File: src/rtl/test_mon_pkg.sv
// Shared types and sizing helpers for the test mailbox monitor.
package test_mon_pkg;

  typedef enum logic [2:0] {
    S_IDLE,
    S_HOLD,
    S_RUN,
    S_CHECK,
    S_NEXT
  } test_mon_state_e;

  localparam int unsigned ADDR_VALID_DEF  = 1;
  localparam int unsigned ADDR_RESULT_DEF = 2;

  // Bits needed to hold the values 0..n inclusive.
  function automatic int unsigned cnt_width(input int unsigned n);
    return (n > 0) ? $clog2(n + 1) : 1;
  endfunction

  // Bits needed to index n items, at least one.
  function automatic int unsigned idx_width(input int unsigned n);
    return (n > 1) ? $clog2(n) : 1;
  endfunction

endpackage

File: src/rtl/mailbox_snoop.sv
// Decodes mailbox writes on the snooped data-memory write port while a test runs.
module mailbox_snoop
  import test_mon_pkg::*;
#(
  parameter int unsigned DW          = 32,
  parameter int unsigned AW          = 32,
  parameter int unsigned ADDR_VALID  = ADDR_VALID_DEF,
  parameter int unsigned ADDR_RESULT = ADDR_RESULT_DEF
) (
  input  logic          clk,
  input  logic          rst_n,
  input  logic          clear,
  input  logic          enable,
  input  logic          we,
  input  logic [AW-1:0] addr,
  input  logic [DW-1:0] wdata,
  output logic [DW-1:0] result,
  output logic          result_seen,
  output logic          complete_c
);

  logic hit_result_c;

  assign hit_result_c = enable && we && (addr == AW'(ADDR_RESULT));
  // Only a VALID write carrying exactly 1 counts as completion.
  assign complete_c   = enable && we && (addr == AW'(ADDR_VALID)) && (wdata == DW'(1));

  // Result latch: last RESULT write of the test wins.
  always_ff @(posedge clk or negedge rst_n) begin
    if (!rst_n) begin
      result      <= '0;
      result_seen <= 1'b0;
    end else if (clear) begin
      result      <= '0;
      result_seen <= 1'b0;
    end else if (hit_result_c) begin
      result      <= wdata;
      result_seen <= 1'b1;
    end
  end

endmodule

File: config.mk
export PLATFORM = sky130hd
export DESIGN_NAME = mailbox_snoop
export DESIGN_NICKNAME = d
export VERILOG_FILES = /design/src/rtl/test_mon_pkg.sv /design/src/rtl/mailbox_snoop.sv
export SDC_FILE = /design/constraint.sdc
export NUM_CORES = 1
export LEC_CHECK = 0
export CAP_MARGIN = 0
export CELL_PAD_IN_SITES_DETAIL_PLACEMENT = 0
export CELL_PAD_IN_SITES_GLOBAL_PLACEMENT = 1
export CORE_UTILIZATION = 30
export DETAILED_ROUTE_END_ITERATION = 6
export PLACE_DENSITY_LB_ADDON = 0.3
export SLEW_MARGIN = 30
export SYNTH_ARGS = -nofsm -noshare
export SYNTH_HDL_FRONTEND = slang
export SYNTH_SLANG_ARGS = --single-unit
export TNS_END_PERCENT = 10
File: constraint.sdc
create_clock -name clk -period 3.6 [get_ports clk]
set_clock_uncertainty 0.15 [all_clocks]
set_input_delay 0.36 -clock clk [delete_from_list [all_inputs] [get_ports clk]]
set_output_delay 0.36 -clock clk [all_outputs]
set_load 0.05 [all_outputs]
==> results of run 1 <==
[layout make-up]
| type | count | area, sq um |
|---|---|---|
| clock buffer | 5 | 68.8 |
| multi-input combinational | 120 | 933 |
| timing repair buffer | 105 | 1040 |
| tap | 75 | 93.8 |
| sequential | 33 | 826 |
| fill | 558 | 2940 |
| clock inverter | 3 | 17.5 |
[cells in the mapped netlist (all sizes together)]
cell type | n | area share [%]
buf | 4 | 3.9
clkbuf | 7 | 1.4
dfrtp | 33 | 45
mux2i | 32 | 17
nand2b | 64 | 22
nand3 | 1 | 0.27
nand4 | 3 | 1.0
nor4 | 13 | 6.1
nor4b | 3 | 1.8
nor4bb | 1 | 0.54
o21ba | 1 | 0.54
or4 | 2 | 0.81
[state kept, by name, indices dropped and copies added (netlist names)]
signal / cells
result_seen: 1
result: 32
[worst paths after layout]
check                             from     endpoint  slack, ns  depth (start not counted)
min                              rst_n   result[29]       0.33                          2
max in group asynchronous        rst_n  result_seen       2.65                          2
max                            addr[9]   complete_c       0.74                          6
max reg2reg                result_seen  result_seen       2.76                          1
min reg2reg                  result[8]    result[8]       0.39                          2
min in group clk             result[8]    result[8]       0.39                          2
[power by group]
group	switching (mW)	total (mW)	internal [mW]
logic	0.0390	0.123	0.0844
registers	0.0000000000196	0.370	0.370
clock network	0.142	0.275	0.133
total	0.181	0.769	0.588
[cell usage in the layout (no fill, tap or decap)]
| cell type | Yosys | final |
|---|---|---|
| clkdlybuf4s50_1 | 0 | 101 |
| nand2b_1 | 64 | 64 |
| dfrtp_1 | 33 | 33 |
| mux2i_1 | 32 | 32 |
| nor4_1 | 8 | 8 |
| nor4_2 | 5 | 5 |
| clkbuf_8 | 0 | 5 |
| buf_4 | 0 | 4 |
| nand4_1 | 3 | 3 |
| or4_1 | 2 | 2 |
| nor4b_1 | 2 | 2 |
| clkinv_2 | 0 | 2 |
| nor4bb_1 | 1 | 1 |
| nand3_1 | 1 | 1 |
| nor4b_4 | 0 | 1 |
| o21ba_1 | 1 | 1 |
| clkinvlp_4 | 0 | 1 |
[per-stage QoR]
step | cell area [sq um] | hold WS [ns] | instances | power [mW]
after detailed placement | 2890 | 0.363 | 333 | 0.503
after floorplan | 1850 | -0.0856 | 164 | 0.407
after global routing | 2980 | 0.358 | 341 | 0.819
final | 2980 | 0.334 | 341 | 0.769
after CTS | 2980 | 0.344 | 341 | 0.790
after global placement | 2890 | 0.347 | 333 | 0.502
[metal layers]
metal  part of all wire [%]  global-route usage (%)
met4                      0                    2.68
met5                      0                       0
met2                     48                    25.3
met3                    8.0                    5.91
met1                     44                    20.1
[kinds of logic after synthesis]
family	synth area share, %
and+or+nand+nor	32.2
DFF	44.7
muxes	17.3
buffers and inverters	5.28
AOI/OAI and AO/OA	0.542
==> metrics, run 1 <==
number of I/O pins=103; WL/cell=14.3 microns; final core occ=50.3%; overall routed net length=4.86 mm; crit path cell chain=clkdlybuf4s50_1 -> nor4_1 -> nand4_1 -> or4_1 -> nor4_2 -> buf_4; Syn Area/Cell=11.3 sq um; Core ar.=5920 sq um; final hold violations=0; fin nets=334; Ys Warns=0; Synth cell types=15; RSZ-0062 raised after global routing=false; clk buf depth=2; CTS H-tree lvls=2; Die Wd=80.5 microns; Tcrit/Tclk final=79.4%; crit path DAT=2.35 ns; Placement Setup Slack=0.753 ns; first-pass GRT wire length=7.69 mm; drt pass-1 iters=4; Final Wtd Congestion=0.682; FF+latch count, synth=33; leakage=1.12 nW; Worst Path Buf+Inv=2; delay-heaviest family, CP=simple AND/OR/NAND/NOR gates; Worst path max stage delay=0.63 ns; max-slew violation total from the final report=0; 1st-iter DRT viols=42; Setup crit end kind=primary output; worst vdd ir=0.132 mV; antenna-violating nets left=0; CTS hold repair buffers=0; n_diodes=0; Required @ worst endpoint=3.09 ns; layout cell share with drive strength beyond 1=6.77%; post-CTS resize count=0; Final Worst Setup Slack=0.741 ns; DIE AREA=6480 sq um; initial antenna violation count=0; Port Buf Inserts=102; status=finished clean; Initial Util=31.2%; Cell Pwr Density=258 nW/um^2; largest net degree at the start of global routing=66; Overflow after GRT=0; fin crit period=2.86 ns; Residual DRC=0; f_max=350 MHz; Max Cap Viol=0; Syn Nets=233; Die Ht=80.5 microns; post-CTS setup buffers=0; slowest CP cell=or4_1; Startpoint Class=input port; post-synthesis sequential area ratio=44.7%; vias in the first global route=1599; Root Driver=clkbuf_8; Syn Inst Count=164; setup violators final=0; gr usage total=15.7%; Setup TNS=0 ns; Sinks on Clock Net=33; Setup Crit Path Kind=in2out; clock insertion delay at the later pin of the skew report=0.28 ns; synthesis-to-layout area growth=61.3%; vias=1528; clock tree from TritonCTS=yes; CTS Buf Count=5; Rel. slew slack=62.2%; Avg Vias per Cell=4.48; HP Class=in2async; synthesized area=1850 sq um; Max Fanout on Critical Path=2; Clock Pin Slew Worst Setup and Hold Paths=0.07 ns; Slew @ Worst Pin=0.567 ns; FP Rows=28
(Power assumes the default switching activity.)
==> inputs of run 2 (changes only) <==
CORE_UTILIZATION = 25   (was 30)
clock period = 2.35 ns   (was 3.6 ns; I/O delays follow)
==> run 2 against run 1 <==
Count of clock-buffer cells in the layout up 2. Combinational power up 47%. Die area up 19%. Wire length up 6.5%. Sequential share of layout area down 1.9 points. Global-route usage down 2.3 points. Power up 61%. Highest routed layer is now met4. Critical path depth up 1. Worst hold slack worse by 0.17 ns. Cell count up 11%. Core utilization down 4.5 points. Worst setup slack worse by 0.67 ns.
==> metrics, run 2 (synthesis results as in run 1) <==
status=finished clean; drt pass-1 iters=4 (unchanged); Die Wd=88.0 microns (+9.3%); layout cell share with drive strength beyond 1=16.7% (+9.9 points); Cell Pwr Density=388 nW/um^2 (+50%); first-pass GRT wire length=7.76 mm (+0.99%); Regs by FF count=result x32, result_seen x1; FF-to-FF Start=result[23]; placed instance area=3040 sq um (+4.9%); synthesis-to-layout area growth=73.0%; Multi-input gate area=1040 sq um (+11%); Post-Place Cells=368 (+11%); Initial Util=26.5% (-4.7 points); Startpoint Class=input port; Max Cap Viol=0 (unchanged); final hold violations=0 (unchanged); clock tree from TritonCTS=yes; n_diodes=0 (unchanged); clock insertion delay at the later pin of the skew report=0.28 ns (about the same); CTS Buf Count=5 (unchanged); CTS H-tree lvls=2 (unchanged); Tcrit/Tclk final=96.8%; Overflow after GRT=0 (unchanged); largest net degree at the start of global routing=66 (unchanged); setup violators final=0 (unchanged); Final Wtd Congestion=0.677 (-0.75%); Placement Setup Slack=-0.285 ns (-1.04 ns); Required @ worst endpoint=1.97 ns (-1.12 ns); Min Hold Slack=0.164 ns (-0.170 ns); FP Rows=30 (+7.1%); Final Worst Setup Slack=0.0755 ns (-0.665 ns); Slew @ Worst Pin=0.796 ns (+0.229 ns); Rel. slew slack=46.9% (-15 points); WL/cell=13.7 microns (-4.0%); most frequent cells in the layout=nand2b_1, dlygate4sd2_1, clkdlybuf4s50_1, dfrtp_1, mux2i_1; HP Class=in2reg; dpl hpwl=3.75 mm; cell area after layout=3200 sq um (+7.3%); sequential cell area=826 sq um (unchanged); Avg Vias per Cell=4.23 (-5.6%); Residual DRC=0 (unchanged); worst vdd ir=0.176 mV (+33%); Hold Crit Start=wdata[27]; final core occ=45.8% (-4.5 points); Crit. Startpoint=wdata[6]; Sinks on Clock Net=33 (unchanged); leakage=1.31 nW (+17%); Root Driver=clkbuf_8; Max Fanout on Critical Path=2 (unchanged); DIE AREA=7740 sq um (+19%); overall routed net length=5.18 mm (+6.5%); Setup Crit Path Kind=in2out; Setup crit end kind=primary output; most flop-heavy register=result; fin nets=350 (+4.8%); fillers=700 (+25%); vias=1599 (+4.6%); antenna-violating nets left=0 (unchanged); fin cells=378 (+11%); vias in the first global route=1519 (-5.0%); max-slew violation total from the final report=0 (unchanged); f_max=440 MHz; initial antenna violation count=0 (unchanged); Clock Pin Slew Worst Setup and Hold Paths=0.07 ns (about the same); most common cell after layout, fill and taps aside=nand2b_1; crit path DAT=1.89 ns (-0.46 ns); number of I/O pins=103 (unchanged); gr usage total=13.5% (-2.3 points); Port Buf Inserts=102 (unchanged); Die Ht=88.0 microns (+9.3%); fin crit period=2.27 ns; 1st-iter DRT viols=53 (+26%); clk buf depth=2 (unchanged); max reg flops=32 (unchanged); Core ar.=6980 sq um (+18%); RSZ-0062 raised after global routing=false
## run 2: cell count changes in the layout (fill, tap and decap cells not counted), moves of 3 or more
cell / change
clkdlybuf4s50_1: -62
dlygate4sd2_1: +42
clkdlybuf4s15_1: +15
buf_4: +14
nor4_1: -4
buf_2: +3
nor4_4: +3
## run 2: what timing repair did
item / 4_1_cts / 5_1_grt
gates resized for setup: 96 / 0
hold buffers: 1 / 0
buffers inserted: 1 / 0
endpoints found under the setup margin: 1 / 1
hold endpoints to repair: 33 / 0
pin swaps: 21 / 3
## run 2: per-stage QoR
stage | setup TNS (ns) | total power, mW
floorplan | 0 | 0.624
global placement | -5.74 | 0.779
detailed placement | -6.47 | 0.780
CTS | 0 | 1.26
global route | 0 | 1.30
finish | 0 | 1.24
## run 2: layer usage
| layer | GRT usage [%] | up-vias | wire length (microns) |
|---|---|---|---|
| met4 | 3.58 | 0 | 44 |
| met5 | 0 | - | 0 |
| met1 | 18.2 | 749 | 2380 |
| li1 | - | 797 | - |
| met2 | 21.2 | 48 | 2500 |
| met3 | 3.68 | 5 | 251 |
## run 2: area by class of cell
class                           instances  share of cell area, %
Clock buffer                            7                   3.01
Clock inverter                          1                  0.157
Multi-Input combinational cell        120                   32.5
Sequential cell                        33                   25.8
Tap cell                               96                   3.76
Timing Repair Buffer                  121                   34.8
## run 2: final timing paths
path | to | slack, ns | cells after the start
max | complete_c | 0.08 | 7
min | result[27] | 0.16 | 3
max reg2reg | result[23] | 1.53 | 2
min reg2reg | result_seen | 0.36 | 1
max in group asynchronous | result[16] | 1.13 | 2
min in group asynchronous | result[9] | 0.42 | 2
## run 2: critical path, cell delays in order
cell and delay, ns:
dlygate4sd2_1 0.25, nor4_1 0.27, buf_4 0.16, nand3_2 0.06
or4_4 0.53, nor4_4 0.20, buf_12 0.18
## run 2: power breakdown
group	internal, mW	leakage [nW]	switching (mW)
combinational	0.109	0.795	0.0718
sequential	0.567	0.461	0.0000000000308
clock	0.265	0.0542	0.225
total	0.942	1.31	0.297
==> patch: new RTL, config.mk and constraints of run 2 <==
Register the output `result` once more; this adds one clock of latency there. The other outputs are not delayed to match.
--- a/src/rtl/mailbox_snoop.sv
+++ b/src/rtl/mailbox_snoop.sv
@@ -19,6 +19,8 @@
   output logic          complete_c
 );
 
+  logic [DW-1:0] result_s0;
+
   logic hit_result_c;
 
   assign hit_result_c = enable && we && (addr == AW'(ADDR_RESULT));
@@ -28,16 +30,20 @@
   // Result latch: last RESULT write of the test wins.
   always_ff @(posedge clk or negedge rst_n) begin
     if (!rst_n) begin
-      result      <= '0;
+      result_s0   <= '0;
       result_seen <= 1'b0;
     end else if (clear) begin
-      result      <= '0;
+      result_s0   <= '0;
       result_seen <= 1'b0;
     end else if (hit_result_c) begin
-      result      <= wdata;
+      result_s0   <= wdata;
       result_seen <= 1'b1;
     end
   end
 
+  always_ff @(posedge clk) begin
+    result <= result_s0;
+  end
+
 endmodule
 
Check against the original RTL: not equivalent (a bounded check fails within 4 cycles, from zero or initial values and one cycle with rst_n low).
==> patch against run 2 <==
- final area grew 28%
- cell count grew 22%
- total power is 100% higher
- utilization shrank 3.6 points
- global-route usage is 1.2 points lower
- setup slack improved by 0.016 ns
- combinational power increased by 6%
- wire length up 10%
- area after synthesis increased by 35%
- clock power is 150% higher
- fmax rose by 0.71%
- sequential cell count increased by 32
- largest power group is now the clock network
==> patch: results (changes against run 2) <==
status complete, no violations (unchanged); Cells after DPL 445 (was 368); gr usage total 0.123 (was 0.135); width of the chip 102 µm (was 88.0 µm); Post-DP HPWL 3990 µm (was 3750 µm); worst r2r src result_seen$_DFFE_PN0P_ (was result[23]$_DFFE_PN0P_); worst-skew pair later-pin latency 0.33 ns (was 0.28 ns); worst path arrival time 1.87 ns (was 1.89 ns); non-clock buffer count in the final layout 126 (was 121); Iter 0 DRT Violations 49 (was 53); met2 usage 0.192 (was 0.212); post-layout net count 391 (was 350); proportion of synthesized area in mux cells 0.129 (was 0.173); part of the power in registers 0.441 (was 0.458); met1 usage 0.150 (was 0.182); Clock buf/inv share 0.0640 (was 0.0317); Total Power 2.52 mW (was 1.24 mW); routed via count 1870 (was 1599); synthesized flop and latch total 65 (was 33); Critical path origin addr[25] (was wdata[6]); routed wl met2 2700 µm (was 2500 µm); # fillers 1010 (was 700); VDD IR-drop max 0.281 mV (was 0.176 mV); Largest regs result: 32 flops, result_s0: 32 flops, result_seen: 1 flops (was result: 32 flops, result_seen: 1 flops); number of CTS-inserted buffers 9 (was 5); Post-DP Area 0.00381 mm² (was 0.00304 mm²); asr flop ratio synth 0.508 (was 1.00); top post-synthesis cells by area dfrtp_1 (33%), dfxtp_1 (26%), nand2b_1 (16%), mux2i_1 (13%), nor4_2 (2.5%) (was dfrtp_1 (45%), nand2b_1 (22%), mux2i_1 (17%), nor4_2 (3.4%), buf_12 (3.2%)); Compound-Gate Fraction of Synth Area 0.00402 (was 0.00542); met3 Track Usage GR 0.0414 (was 0.0368); clock buf count 12 (was 7); multi-input combinational area share 0.255 (was 0.325); Post-synth top cells nand2b_1 (64), dfrtp_1 (33), dfxtp_1 (32), mux2i_1 (32), nor4_1 (9) (was nand2b_1 (64), dfrtp_1 (33), mux2i_1 (32)); routed wire length 5710 µm (was 5180 µm); global-route wire length before repair 9430 µm (was 7760 µm); P&R area growth vs syn 65.0% (was 73.0%); Synth Instances 196 (was 164); H-tree depth 3 (was 2)
[patch: changes by cell type after synthesis, sizes merged]
cell / change
dfxtp: +32
nor4: +1
nor4b: -2
nor4bb: +1
[patch: path summary, 6_finish.rpt]
path                                              to  slack [ns]  depth (start not counted)
max in group asynchronous  result_s0[10]$_DFFE_PN0P_        1.15                          2
hold / removal              result_s0[5]$_DFFE_PN0P_        0.13                          3
setup reg to reg             result_seen$_DFFE_PN0P_        1.54                          1
min in group asynchronous    result_seen$_DFFE_PN0P_        0.37                          2
hold reg to reg                   result[24]$_DFF_P_        0.21                          0
setup / recovery                          complete_c        0.09                          6
[patch: cells by family after synthesis]
logic type,Yosys count
AOI/OAI and AO/OA,1
buffers and inverters,11
DFF,65
muxes,32
and+or+nand+nor,87
[patch: timing repair]
| action | CTS | global route |
|---|---|---|
| hold endpoints to repair | 33 | 0 |
| hold buffers | 1 | 0 |
| pin swaps | 21 | 4 |
| resized for setup | 109 | 3 |
| setup endpoints to repair | 1 | 1 |
